## config.mk

```make
export PLATFORM = sky130hd
export DESIGN_NAME = inv_sub_bytes_seq
export DESIGN_NICKNAME = d
export VERILOG_FILES = /design/src/rtl/inv_sub_bytes_seq.sv
export SDC_FILE = /design/constraint.sdc
export NUM_CORES = 1
export LEC_CHECK = 0
export CAP_MARGIN = 10
export CELL_PAD_IN_SITES_DETAIL_PLACEMENT = 1
export CELL_PAD_IN_SITES_GLOBAL_PLACEMENT = 1
export CORE_ASPECT_RATIO = 1.4
export CORE_UTILIZATION = 40
export DETAILED_ROUTE_END_ITERATION = 10
export HOLD_SLACK_MARGIN = 0.12
export PLACE_DENSITY = 0.76
export SETUP_SLACK_MARGIN = 0.02
export SKIP_CTS_REPAIR_TIMING = 1
export SKIP_LAST_GASP = 1
export SLEW_MARGIN = 20
export SYNTH_ARGS = -nofsm -noshare
export SYNTH_HDL_FRONTEND = slang
export SYNTH_SLANG_ARGS = --single-unit
```

## constraint.sdc

```tcl
create_clock -name clk -period 4.4 [get_ports clk]
set_input_delay 0.88 -clock clk [delete_from_list [all_inputs] [get_ports clk]]
set_output_delay 0.88 -clock clk [all_outputs]
set_load 0.01 [all_outputs]
```

## src/rtl/inv_sub_bytes_seq.sv

```systemverilog
// AES InvSubBytes over a 128-bit state, LANES inverse S-box lookups per cycle.
// Valid/ready: a transfer happens on a rising edge where valid and ready are both high.
module inv_sub_bytes_seq #(
  parameter int LANES = 4
) (
  input  logic         clk,
  input  logic         rst_n,
  input  logic [127:0] IN_DATA,
  input  logic         in_valid,
  output logic         in_ready,
  output logic [127:0] ISB_DATA,
  output logic         out_valid,
  input  logic         out_ready,
  output logic         busy
);

  localparam int N  = 16 / LANES;
  localparam int CW = (N > 1) ? $clog2(N) : 1;

  generate
    if (!(LANES == 1 || LANES == 2 || LANES == 4 || LANES == 8 || LANES == 16)) begin : g_lanes_check
      $error("inv_sub_bytes_seq: LANES must be 1, 2, 4, 8 or 16");
    end
  endgenerate

  // Inverse S-box, entry 0x00 in the top byte.
  localparam logic [2047:0] INV_SBOX = {
    128'h52096ad53036a538bf40a39e81f3d7fb,
    128'h7ce339829b2fff87348e4344c4dee9cb,
    128'h547b9432a6c2233dee4c950b42fac34e,
    128'h082ea16628d924b2765ba2496d8bd125,
    128'h72f8f66486689816d4a45ccc5d65b692,
    128'h6c704850fdedb9da5e154657a78d9d84,
    128'h90d8ab008cbcd30af7e45805b8b34506,
    128'hd02c1e8fca3f0f02c1afbd0301138a6b,
    128'h3a9111414f67dcea97f2cfcef0b4e673,
    128'h96ac7422e7ad3585e2f937e81c75df6e,
    128'h47f11a711d29c5896fb7620eaa18be1b,
    128'hfc563e4bc6d279209adbc0fe78cd5af4,
    128'h1fdda8338807c731b11210592780ec5f,
    128'h60517fa919b54a0d2de57a9f93c99cef,
    128'ha0e03b4dae2af5b0c8ebbb3c83539961,
    128'h172b047eba77d626e169146355210c7d
  };

  function automatic logic [7:0] inv_sbox(input logic [7:0] x);
    return INV_SBOX[{~x, 3'b000} +: 8];
  endfunction

  typedef enum logic [1:0] {IDLE, BUSY, DONE} state_t;

  state_t         state, state_next;
  logic [CW-1:0]  cnt;
  logic [127:0]   in_reg;
  logic [127:0]   isb;
  logic           last_chunk;
  logic [6:0]     lane_pos [LANES];
  logic [7:0]     lane_out [LANES];

  assign last_chunk = (cnt == CW'(N - 1));
  assign ISB_DATA   = isb;

  // Byte k lives at bit offset 8*(15-k), which is {~k, 3'b000} for a 4-bit k.
  always_comb begin
    for (int l = 0; l < LANES; l++) begin
      lane_pos[l] = {~(4'(32'(cnt) * LANES + l)), 3'b000};
      lane_out[l] = inv_sbox(in_reg[lane_pos[l] +: 8]);
    end
  end

  always_ff @(posedge clk or negedge rst_n) begin
    if (!rst_n) state <= IDLE;
    else        state <= state_next;
  end

  always_comb begin
    state_next = state;
    in_ready   = 1'b0;
    out_valid  = 1'b0;
    busy       = 1'b0;
    unique case (state)
      IDLE: begin
        in_ready = 1'b1;
        if (in_valid) state_next = BUSY;
      end
      BUSY: begin
        busy = 1'b1;
        if (last_chunk) state_next = DONE;
      end
      DONE: begin
        out_valid = 1'b1;
        if (out_ready) state_next = IDLE;
      end
      default: state_next = IDLE;
    endcase
  end

  always_ff @(posedge clk or negedge rst_n) begin
    if (!rst_n) begin
      in_reg <= '0;
      isb    <= '0;
      cnt    <= '0;
    end else begin
      case (state)
        IDLE: begin
          if (in_valid) begin
            in_reg <= IN_DATA;
            cnt    <= '0;
          end
        end
        BUSY: begin
          for (int l = 0; l < LANES; l++) isb[lane_pos[l] +: 8] <= lane_out[l];
          cnt <= last_chunk ? '0 : cnt + CW'(1);
        end
        default: ;
      endcase
    end
  end

endmodule

```

* Word-level counts from Yosys, hierarchy flattened
Cells that the tools add are included.
Word-level totals: register bits 260, word-level logic and storage cells 61
Cells by class: add/subtract/negate cells 8, equality and inequality tests 6, shifts and indexed selects 16, multiplexer cells 14, bitwise operators 8, reduce and logical (&&, ||, !) cells 5
Operators with widths (count):
- variable part select 2048 x 12 -> 8 bit (first input constant) | 4
- bitwise mux 128 bit | 4
- variable shift 8 x 9 -> 128 bit (first input constant) | 4
- variable part select 128 x 8 -> 8 bit | 4
- variable part select 8 x 9 -> 128 bit | 4
- negator 7 -> 9 bit | 4
- NOT 8 bit | 4
- NOT 4 bit | 4
- two-way mux 2 bit | 5
- adder 4 x 2 -> 4 bit (second input constant) | 2
- inequality test 2 bit (second input constant) | 3
- one-hot mux 2 bit (3 select lines) | 1
- adder 4 x 1 -> 4 bit (second input constant) | 1
- equality test 2 bit (second input constant) | 2
- one-hot mux 2 bit (2 select lines) | 1
- AND reduction 2 bit | 2
- two-way mux 1 bit | 3
- AND reduction 3 bit | 1
- adder 2 x 1 -> 2 bit (second input constant) | 1
- equality test 2 x 1 -> 1 bit (second input constant) | 1
- logical NOT 2 bit | 1
- nonzero test 2 bit | 1

* Logic depth before layout (Yosys ltp)
depth after elaboration 9, gate-level depth with buffers 17, gate-level depth less buffers 11

* Worst setup path before layout
Ideal clock, no wire load.
path kind reg-to-reg, start point register cnt[1], end point register isb[2] (netlist: ISB_DATA[2]), arrival 3.635 ns, data required time 4.279 ns, path slack 0.644 ns, stages on the path, launching flop included 16, buffers on the path 6, clock period less this slack 3.756 ns, path through dfrtp_1 -> buf_6 -> buf_12 -> mux4_2 -> buf_2 -> buf_1 -> inv_1 -> ha_1 -> clkbuf_1 -> clkbuf_1 -> nor3b_1 -> a211oi_1 -> a32oi_1 -> a22oi_1 -> nand4_1 -> a22o_1
Between the ends: word-level cells in the longest chain between the ends 9, elaborated cells on any way between the ends 35, classes of those cells add/sub: 7; shift: 16; mux: 4; bitwise: 8
RTL lines:
- from (decl) | RTL line 53 | logic [CW-1:0] cnt;
- from (signal assigned) | RTL line 113 | cnt <= last_chunk ? '0 : cnt + CW'(1);
- adder 4 x 1 -> 4 bit or NOT 4 bit (tied branches) | RTL line 66 | lane_pos[l] = {~(4'(32'(cnt) * LANES + l)), 3'b000};
- NOT 4 bit or variable part select 128 x 8 -> 8 bit (tied branches) | RTL line 66, 67
- variable part select 128 x 8 -> 8 bit or NOT 8 bit (tied branches) | RTL line 67, 47
- NOT 8 bit or variable part select 2048 x 12 -> 8 bit (tied branches) | RTL line 47 | return INV_SBOX[{~x, 3'b000} +: 8];
- variable part select 2048 x 12 -> 8 bit or variable part select 8 x 9 -> 128 bit (tied branches) | RTL line 47, 112
- variable part select 8 x 9 -> 128 bit or bitwise mux 128 bit (tied branches) | RTL line 112 | for (int l = 0; l < LANES; l++) isb[lane_pos[l] +: 8] <= lane_out[l];
- bitwise mux 128 bit (2 in series) | RTL line 112
- bitwise mux 128 bit (*) | RTL line 112
- to (signal assigned) | RTL line 101 | isb <= '0;
- to (decl) | RTL line 55 | logic [127:0] isb;
Every way passes the cells marked *; elsewhere a longest branch is shown, timed or not. A chain may end at the register's enable or synchronous reset.

* Worst setup path in the final report
start point register cnt[0], end point register isb[47] (netlist: ISB_DATA[47])
Same word-level chain as after synthesis.

==> flow_summary.ini <==
[outcome]
status = completed

[worst_setup_path]
reg2reg_end = ISB_DATA[47]$_DFFE_PN0P_
setup.worst_path.start_class = register
cp-startpoint = cnt[0]$_DFFE_PN0P_
reg2reg_setup_slack_ns = 0.004
critical_path.endpoint_type = register
cp-endpoint = ISB_DATA[47]$_DFFE_PN0P_
critical_path.max_fanout = 27
worstSetupPathType = register to register
critical_path.reg2reg.startpoint = cnt[0]$_DFFE_PN0P_
cp_data_arrival_time_ns = 4.84
crit_required_ns = 4.85
worst_reg2reg_path_length_in_cells = 8

[drt]
ant_nets = 0
drt_drc_violations_left = 0
iteration_count_of_the_initial_detailed_routing_pass = 6
post_drt_via_cell_ratio = 7.045
dr.first_iter.drc_count = 3921
vias = 29790
wirelength_um = 139400
wire_per_inst_um = 32.96

[clock_tree]
cts_max_level = 1
worstSkewPairLatency_ns = 0.60
tritoncts_num_sinks = 260
worst_setup_hold_path_clk_slew_ns = 0.07
tritoncts_clock_tree = yes
root_buffer_selected_by_cts = sky130_fd_sc_hd__clkbuf_16
cts_buffers = 28
cts-root-to-sink-buffers = 3

[floorplan]
chipWidth_um = 212.9
fp.coreArea_um2 = 61180
initial_core_util = 0.4070
fp.dieArea_um2 = 63270
dieHeight_um = 297.2
floorplan.rows = 107
io-pin-count = 263

[yosys]
postSynthRegisterBits = 260
synth.most_common_cell = sky130_fd_sc_hd__nand2_1
synth.lib_cells_used.distinct = 102
asyncSetResetFlopFracSynth = 1.000
post_synth_and_or_nand_nor_area_fraction = 0.2325
muxShareOfSynthArea = 0.08919
synth_cells = 3202
synth_edf_count = 0
synth.top_cell.area_share = 0.2613
synth.top_cells.by_area = sky130_fd_sc_hd__dfrtp_1 26%, sky130_fd_sc_hd__nand2_1 10%, sky130_fd_sc_hd__mux2i_1 3.9%, sky130_fd_sc_hd__ha_1 3.8%, sky130_fd_sc_hd__mux4_2 3.5%
ys_seq_area_frac = 0.2613
synth_flop_cell = sky130_fd_sc_hd__dfrtp_1
synth_fp_nets = 3410
synthesized_area_divided_by_synthesized_cell_count_um2 = 7.777
synth_xor_area_frac = 0.006934
synth_largest_area_cell = sky130_fd_sc_hd__dfrtp_1
synth_compound_gate_area_share = 0.3014
combinational_family_with_the_most_area_after_synthesis = compound AO/OA/AOI/OAI gates
commonest_cells_in_the_netlist = 676 x sky130_fd_sc_hd__nand2_1, 260 x sky130_fd_sc_hd__dfrtp_1, 156 x sky130_fd_sc_hd__nor2_1
synth_fa_ha_area_frac = 0.03819
yosysWarningCount = 0
syn-cell-area_um2 = 24900

[timing]
setup_total_negative_slack_ns = 0
setup_repair_after_global_routing_missed_its_margin = false
post-route-period-util = 0.9991
finClkSkew_ns = 0.02420
shortest_period_the_worst_path_allows_ns = 4.396
max_freq_mhz = 227.5
timing.final.max_slew_violations = 0
setup_viol_count_final = 0
timing.slew.headroom = 0.2998
worst-slew-pin-transition_ns = 1.050
finalHoldViolCount = 0

[place]
detailedPlacementHpwl_um = 101100
gp_routability_congestion = 1.076
portBuffers = 262

[final_layout]
areaGrowthSynthToFinish_pct = 19.63
n_fill_cell = 7447
share_of_cells_above_drive_strength_1 = 0.1092
fin_nets = 3582

[global_routing]
grt_antenna_before_repair = 23
overflow = 0
grt_pass1_vias = 30610
first_pass_grt_wire_length_um = 205400
global_route.usage.total = 0.4320
pin_count_of_the_biggest_net_entering_global_routing = 109

[min_path]
holdCritPathClass = primary input to asynchronous set/reset pin

[job]
max-cap-violations = 0
[worst min-delay path by stage]
stage,from,endpoint,cells after the start
5_1_grt,rst_n,ISB_DATA[59]$_DFFE_PN0P_,1
2_1_floorplan,in_reg[32]$_DFFE_PN0P_,in_reg[32]$_DFFE_PN0P_,2
3_5_place_dp,in_reg[104]$_DFFE_PN0P_,in_reg[104]$_DFFE_PN0P_,2
3_3_place_gp,in_reg[41]$_DFFE_PN0P_,in_reg[41]$_DFFE_PN0P_,2
4_1_cts,rst_n,ISB_DATA[27]$_DFFE_PN0P_,1
6_report,rst_n,ISB_DATA[27]$_DFFE_PN0P_,1
[cell type report]
type                    instances  area, µm²  area share
clock inverters                15      165.2    0.005544
repair buffers                459       4319      0.1450
diodes                         16      40.04    0.001344
flip-flops and latches        260       6514      0.2187
well taps                     817       1022     0.03431
clock buffers                  37      815.8     0.02738
multi-input cells            2571      16710      0.5608
inverters                      54      207.7    0.006972
[worst max-delay path, stage by stage, from the launching register on]
cell	delay [ns]
sky130_fd_sc_hd__dfrtp_4	0.67
sky130_fd_sc_hd__buf_4	0.29
sky130_fd_sc_hd__mux4_2	0.86
sky130_fd_sc_hd__nor2b_2	0.60
sky130_fd_sc_hd__a221oi_1	0.21
sky130_fd_sc_hd__a211oi_2	0.76
sky130_fd_sc_hd__a311oi_1	0.15
sky130_fd_sc_hd__o22ai_2	0.53
sky130_fd_sc_hd__o21ai_1	0.16
[per-stage QoR]
step | instance area [µm²] | hold slack [ns] | worst slack (ns) | std cells | utilization
after global placement | 28730 | 0.4521 | 0.09356 | 4161 | 0.4696
after floorplan | 24900 | 0.4403 | 0.6437 | 3202 | -
after global routing | 29790 | 0.4041 | 0.01786 | 4228 | 0.4869
after detailed placement | 28730 | 0.4627 | 0.1539 | 4161 | 0.4696
after CTS | 29710 | 0.3818 | 0.1381 | 4213 | 0.4857
final | 29790 | 0.2985 | 0.004124 | 4229 | 0.4869
[placed cells by master (no fill, tap or decap), drive strengths merged, types with 28 or more instances in the layout]
master and n:
a31oi 58, a221oi 56, and2 32, clkdlybuf4s50 261, clkbuf 37, a211oi 51, mux4 39, o211ai 74
nand3 76, nor3 49, mux2 30, buf 198, nand2 676, a21o 28, o22ai 32, o21ai 201
nor2b 31, a21oi 153, dfrtp 260, mux2i 98, a311oi 38, ha 76, nor2 156, nand2b 92
inv 54, o221ai 37
[cells by family after synthesis]
kind of cell	after synthesis
AND/OR/NAND/NOR	1266
flip-flops	260
AO/OA/AOI/OAI	1044
adder cells (fa/ha/maj)	76
XOR/XNOR	18
buffers and inverters	371
multiplexers	167
[metal layers]
layer,routed length (µm),share of wire,track usage
met4,14060,0.10,0.3594
met2,62850,0.45,0.6816
met1,49100,0.35,0.4979
met3,13320,0.096,0.09090
met5,54,0.00039,0
Power is not shown: default switching activity piles up to over one toggle a cycle in this logic, so the estimate is an artifact.
